[src/rtl/nonce_report_tx_pkg.sv]
// Shared definitions for the golden-nonce byte-stream transmitter.
// Frame layout: sync byte, then nonce bytes 3..0 (MSB first).
package nonce_report_tx_pkg;

  localparam logic [7:0] SYNC_BYTE_DEFAULT = 8'hA5;
  localparam int         FRAME_BYTES       = 5;

  typedef enum logic [2:0] {
    ST_IDLE = 3'd0,
    ST_SYNC = 3'd1,
    ST_B3   = 3'd2,
    ST_B2   = 3'd3,
    ST_B1   = 3'd4,
    ST_B0   = 3'd5
  } tx_state_e;

endpackage

[src/rtl/nonce_report_tx_fifo.sv]
// Single-clock DEPTH x 32 FIFO with first-word fall-through read data.
// A write to a full FIFO is accepted when a read happens on the same edge.
module nonce_fifo #(
  parameter int DEPTH = 8,
  localparam int AW   = $clog2(DEPTH)
) (
  input  logic          clk,
  input  logic          reset,
  input  logic          wr_en,
  input  logic [31:0]   wr_data,
  input  logic          rd_en,
  output logic [31:0]   rd_data,
  output logic [AW:0]   level,
  output logic          full,
  output logic          empty
);

  localparam logic [AW-1:0] PTR_ONE = AW'(1);
  localparam logic [AW:0]   CNT_ONE = (AW+1)'(1);

  logic [31:0]   mem [DEPTH];
  logic [AW-1:0] wr_ptr;
  logic [AW-1:0] rd_ptr;
  logic [AW:0]   count;
  logic          do_rd;
  logic          do_wr;

  assign empty   = (count == '0);
  assign full    = (count == (AW+1)'(DEPTH));
  assign level   = count;
  assign rd_data = mem[rd_ptr];

  assign do_rd = rd_en && !empty;
  assign do_wr = wr_en && (!full || do_rd);

  // NOTE: storage has no reset; the pointers and count define which entries are live.
  always_ff @(posedge clk) begin
    if (do_wr) mem[wr_ptr] <= wr_data;
  end

  // NOTE: state registers use non-blocking assignments so every flop samples pre-edge values.
  always_ff @(posedge clk or posedge reset) begin
    if (reset) begin
      wr_ptr <= '0;
      rd_ptr <= '0;
      count  <= '0;
    end else begin
      if (do_wr) wr_ptr <= wr_ptr + PTR_ONE;
      if (do_rd) rd_ptr <= rd_ptr + PTR_ONE;
      case ({do_wr, do_rd})
        2'b10:   count <= count + CNT_ONE;
        2'b01:   count <= count - CNT_ONE;
        default: count <= count;
      endcase
    end
  end

endmodule

[src/rtl/nonce_report_tx.sv]
// Golden-nonce reporter: buffers nonces and serializes each as a 5-byte
// frame (sync + 4 nonce bytes, MSB first) over a valid/ready byte link.
module nonce_report_tx
  import nonce_report_tx_pkg::*;
#(
  parameter int         DEPTH     = 8,
  parameter logic [7:0] SYNC_BYTE = SYNC_BYTE_DEFAULT
) (
  input  logic                    clk,
  input  logic                    reset,
  input  logic                    rx_new_nonce,
  input  logic [31:0]             rx_golden_nonce,
  output logic [7:0]              tx_data,
  output logic                    tx_valid,
  input  logic                    rx_ready,
  output logic [$clog2(DEPTH):0]  tx_level,
  output logic                    tx_overflow,
  output logic [7:0]              tx_dropped
);

  tx_state_e   state_q;
  tx_state_e   state_d;
  logic [31:0] shift_q;
  logic [31:0] fifo_rd_data;
  logic        fifo_full;
  logic        fifo_empty;
  logic        pop;
  logic        shift_en;
  logic        drop;

  nonce_fifo #(.DEPTH(DEPTH)) u_fifo (
    .clk     (clk),
    .reset   (reset),
    .wr_en   (rx_new_nonce),
    .wr_data (rx_golden_nonce),
    .rd_en   (pop),
    .rd_data (fifo_rd_data),
    .level   (tx_level),
    .full    (fifo_full),
    .empty   (fifo_empty)
  );

  // NOTE: every output of this block gets a default first so no latch is inferred.
  always_comb begin
    state_d  = state_q;
    pop      = 1'b0;
    shift_en = 1'b0;
    tx_valid = 1'b0;
    tx_data  = 8'h00;
    unique case (state_q)
      ST_IDLE: begin
        if (!fifo_empty) begin
          pop     = 1'b1;
          state_d = ST_SYNC;
        end
      end
      ST_SYNC: begin
        tx_valid = 1'b1;
        tx_data  = SYNC_BYTE;
        if (rx_ready) state_d = ST_B3;
      end
      ST_B3, ST_B2, ST_B1: begin
        tx_valid = 1'b1;
        tx_data  = shift_q[31:24];
        if (rx_ready) begin
          shift_en = 1'b1;
          state_d  = (state_q == ST_B3) ? ST_B2 :
                     (state_q == ST_B2) ? ST_B1 : ST_B0;
        end
      end
      ST_B0: begin
        tx_valid = 1'b1;
        tx_data  = shift_q[31:24];
        if (rx_ready) begin
          // Chain straight into the next frame when one is already waiting.
          if (!fifo_empty) begin
            pop     = 1'b1;
            state_d = ST_SYNC;
          end else begin
            state_d = ST_IDLE;
          end
        end
      end
      default: state_d = ST_IDLE;
    endcase
  end

  always_ff @(posedge clk or posedge reset) begin
    if (reset) begin
      state_q <= ST_IDLE;
      shift_q <= '0;
    end else begin
      state_q <= state_d;
      if (pop)           shift_q <= fifo_rd_data;
      else if (shift_en) shift_q <= {shift_q[23:0], 8'h00};
    end
  end

  // A same-edge pop frees a slot, so only a full FIFO without a pop drops.
  assign drop = rx_new_nonce && fifo_full && !pop;

  always_ff @(posedge clk or posedge reset) begin
    if (reset) begin
      tx_overflow <= 1'b0;
      tx_dropped  <= 8'h00;
    end else if (drop) begin
      tx_overflow <= 1'b1;
      if (tx_dropped != 8'hFF) tx_dropped <= tx_dropped + 8'd1;
    end
  end

endmodule

[config.mk]
export PLATFORM = sky130hd
export DESIGN_NAME = nonce_report_tx
export DESIGN_NICKNAME = d
export VERILOG_FILES = /design/src/rtl/nonce_report_tx_pkg.sv /design/src/rtl/nonce_report_tx_fifo.sv /design/src/rtl/nonce_report_tx.sv
export SDC_FILE = /design/constraint.sdc
export NUM_CORES = 1
export LEC_CHECK = 0
export CAP_MARGIN = 20
export CORE_UTILIZATION = 53
export DETAILED_ROUTE_END_ITERATION = 12
export PLACE_DENSITY = 0.71
export SYNTH_ARGS = -nofsm -noshare
export SYNTH_HDL_FRONTEND = slang
export SYNTH_SLANG_ARGS = --single-unit
[constraint.sdc]
create_clock -name clk -period 11.8 [get_ports clk]
set_input_delay 2.36 -clock clk [delete_from_list [all_inputs] [get_ports clk]]
set_output_delay 2.36 -clock clk [all_outputs]
set_load 0.02 [all_outputs]
==> flow_summary.toml <==
[sta]
timing.hold.ws_ps = 473.1
fmax_mhz = 204.0
skew_ps = 11.03
tightest_slew_ps = 886.8
grt_setup_unrepaired = "false"
slew_headroom_pct = 40.88
final.setup.worst_slack_ps = 6898
finalMaxSlewViolations = 0
final-setup-viol-count = 0
fin_crit_ps = 4902
final.setup.tns_ps = 0
hold_viol_final = 0
timing.final.crit_share_pct = 41.55

[clocking]
cts_resized = 0
clock_latency_ps = 550
cts-root-buf = "clkbuf_16"
cts_buffer_depth = 3
htree_levels = 1
cts_setup_buffers = 0
tritoncts = "yes"
cts.sinks = 310
ctsHoldBuffers = 0
cts-buffers-inserted = 31
clk_pin_slew_ps = 70

[layout]
fillers = 1567
diodes = 0
final_nets = 780
fin_cells = 1048
final_util_pct = 62.91
drive_above_1_share_pct = 19.00
syn_to_final_growth_pct = 16.50

[placed_design]
io_buffers = 57
hpwl_um = 13010
place_worst_setup_slack_ps = 6350
dpl.cell_count = 987
gp_congestion = 0.7468

[yosys]
synth_top_family_by_area = "multiplexers"
synth_simple_gate_area_share_pct = 5.710
synth_compound_area_share_pct = 4.155
synth_fp_nets = 711
synth-main-ff-cell = "edfxtp_1"
synthAdderAreaFrac_pct = 0.6140
synth_area_mm2 = 0.01223
ys_ff_latch = 310
yosysUniqueCellTypes = 44
syn_avg_cell_area_um2 = 18.28
seq_area_frac_synth_pct = 73.93
ys_warn_count = 0
synth-edff-count = 256
muxShareOfSynthArea_pct = 13.00
syn_inst = 669
synth-xor-area-share_pct = 1.146
synth-async-reset-ratio_pct = 17.42

[grt]
antenna_found_initial = 0
grt_pass1_vias = 6633
gr-total-overflow = 0
grt_use_total_pct = 20.66
grt_max_degree = 69
grt_pass1_wl_um = 37450

[routing]
wl_per_cell_um = 22.21
vias = 6331
viasPerCell = 6.041
drt_iter0_drc = 578
first_pass_iters = 5
wirelength_um = 23280
drc = 0
antenna_left = 0

[critical_path]
reg2reg_slack_ps = 8530
arrival_ps = 5330
cp-start-kind = "input port"
critPathBufInv = 3
cp_common_cell = "xor2_1"
critical_path_class = "input port to flip-flop"
crit_required_ps = 12230
end_kind = "flip-flop"
cpLargestDelayFamily = "buffers and inverters"
crit_slowest_cell = "buf_4"
crit_fanout = 68
crit_path_max_incr_delay_ps = 570
worstPathCellList = "clkdlybuf4s50_1, and4b_1, o21ai_4, buf_4, inv_1, ha_1, xor2_1, ha_1, a21oi_1, xor2_1, nor2_1, xor2_1"

[floorplan]
initial_core_util_pct = 54.00
rows = 55
coreArea_mm2 = 0.02264
ios = 58
die_height_um = 153.9
die_area_mm2 = 0.02368
die_x_um = 153.9

[pwr]
leakagePower_nw = 4.781
vdd_ir_drop_max_uv = 138.8
power_density_mw_per_mm2 = 251.9

[job]
maxCapViolCount = 0

[worst_hold_path]
hp-class = "flip-flop to flip-flop"

[status]
status = "finished, final reports clean"
-- final cells by class --
class                   instances  area (µm²)  area share, %
flip-flops and latches        310        9045          63.50
multi-input cells             316        3074          21.58
clock buffers                  40       809.5          5.683
repair buffers                 72       733.2          5.148
well taps                     285       356.6          2.504
clock inverters                18       198.9          1.397
inverters                       7       26.28         0.1845
-- cells in the mapped netlist (all sizes together), types with 2 or more instances --
cell type  count  area, µm²
xnor2          5      43.79
nor2b         27      168.9
mux4          64       1441
dfrtp         54       1351
and2           4      25.02
a211oi        25      187.7
xor2          11      96.34
mux2           6      67.56
nor2          13      48.80
edfxtp       256       7687
nand2b         4      25.02
buf           10      53.80
o21ai         15      75.07
a21oi          7      35.03
nor3b          2      15.01
nand3         10      50.05
a31oi         24      150.1
ha             6      75.07
nor3           6      30.03
clkbuf        26      97.59
mux2i          8      80.08
nor4           5      37.53
inv            7      26.28
nand2         59      221.5
or4b           2      23.77
-- stage by stage --
stage	total power [mW]	area (µm²)
CTS	3.607	14190
detailed placement	2.642	13180
finish	3.587	14240
global route	3.764	14240
floorplan	2.291	12230
global placement	2.595	13160
-- sequential cells by signal (all words and copies together) (netlist names) --
signal,cells
shift_q,32
state_q,3
tx_dropped,8
tx_overflow,1
u_fifo.level,4
u_fifo.mem,256
u_fifo.rd_ptr,3
u_fifo.wr_ptr,3
-- placed cells by master (no fill, tap or decap), drive strengths merged, types with 2 or more instances in the layout --
cell type	count
and2	4
clkbuf	40
nand3	10
o21ai	15
nand2	59
a31oi	24
nor4	5
a21oi	7
xor2	11
bufinv	4
buf	15
clkdlybuf4s50	57
ha	6
nor3	6
a211oi	25
nor2b	27
clkinv	13
edfxtp	256
nor2	13
inv	8
mux2i	8
or4b	2
mux4	64
xnor2	5
nand2b	4
mux2	6
dfrtp	54
nor3b	2
-- layer usage --
layer,routed length [µm],vias up,track usage (%),part of all wire [%]
met5,0,-,0,0
met4,289,0,4.190,1.2
met3,1074,34,2.988,4.6
met2,11940,163,34.81,51
met1,9981,3333,29.09,43
li1,-,2801,-,-
-- where the power goes --
part	internal, mW	switching (mW)	total (mW)
sequential	1.42	0.152	1.57
clock	0.571	0.395	0.966
combinational	0.487	0.567	1.05
total	2.47	1.11	3.59
-- final timing paths --
kind / start / endpoint / cells after the start
setup / recovery: rx_ready / u_fifo.level[2] / 12
hold / removal: tx_overflow / tx_overflow / 1
setup reg to reg: u_fifo.level[1] / u_fifo.level[2] / 11
hold reg to reg: tx_overflow / tx_overflow / 1
max in group asynchronous: reset / u_fifo.rd_ptr[1] / 3
min in group asynchronous: reset / u_fifo.level[1] / 3
-- cell families (layout without fill, tap and decap cells) --
family	count (synthesis)	count (layout)
DFF	310	310
and+or+nand+nor	138	138
AOI/OAI and AO/OA	78	78
muxes	78	78
buffers and inverters	43	137
xor gates and xnor gates	16	16
adders and majority gates	6	6
No activity file was read; power rests on OpenSTA's default activity.
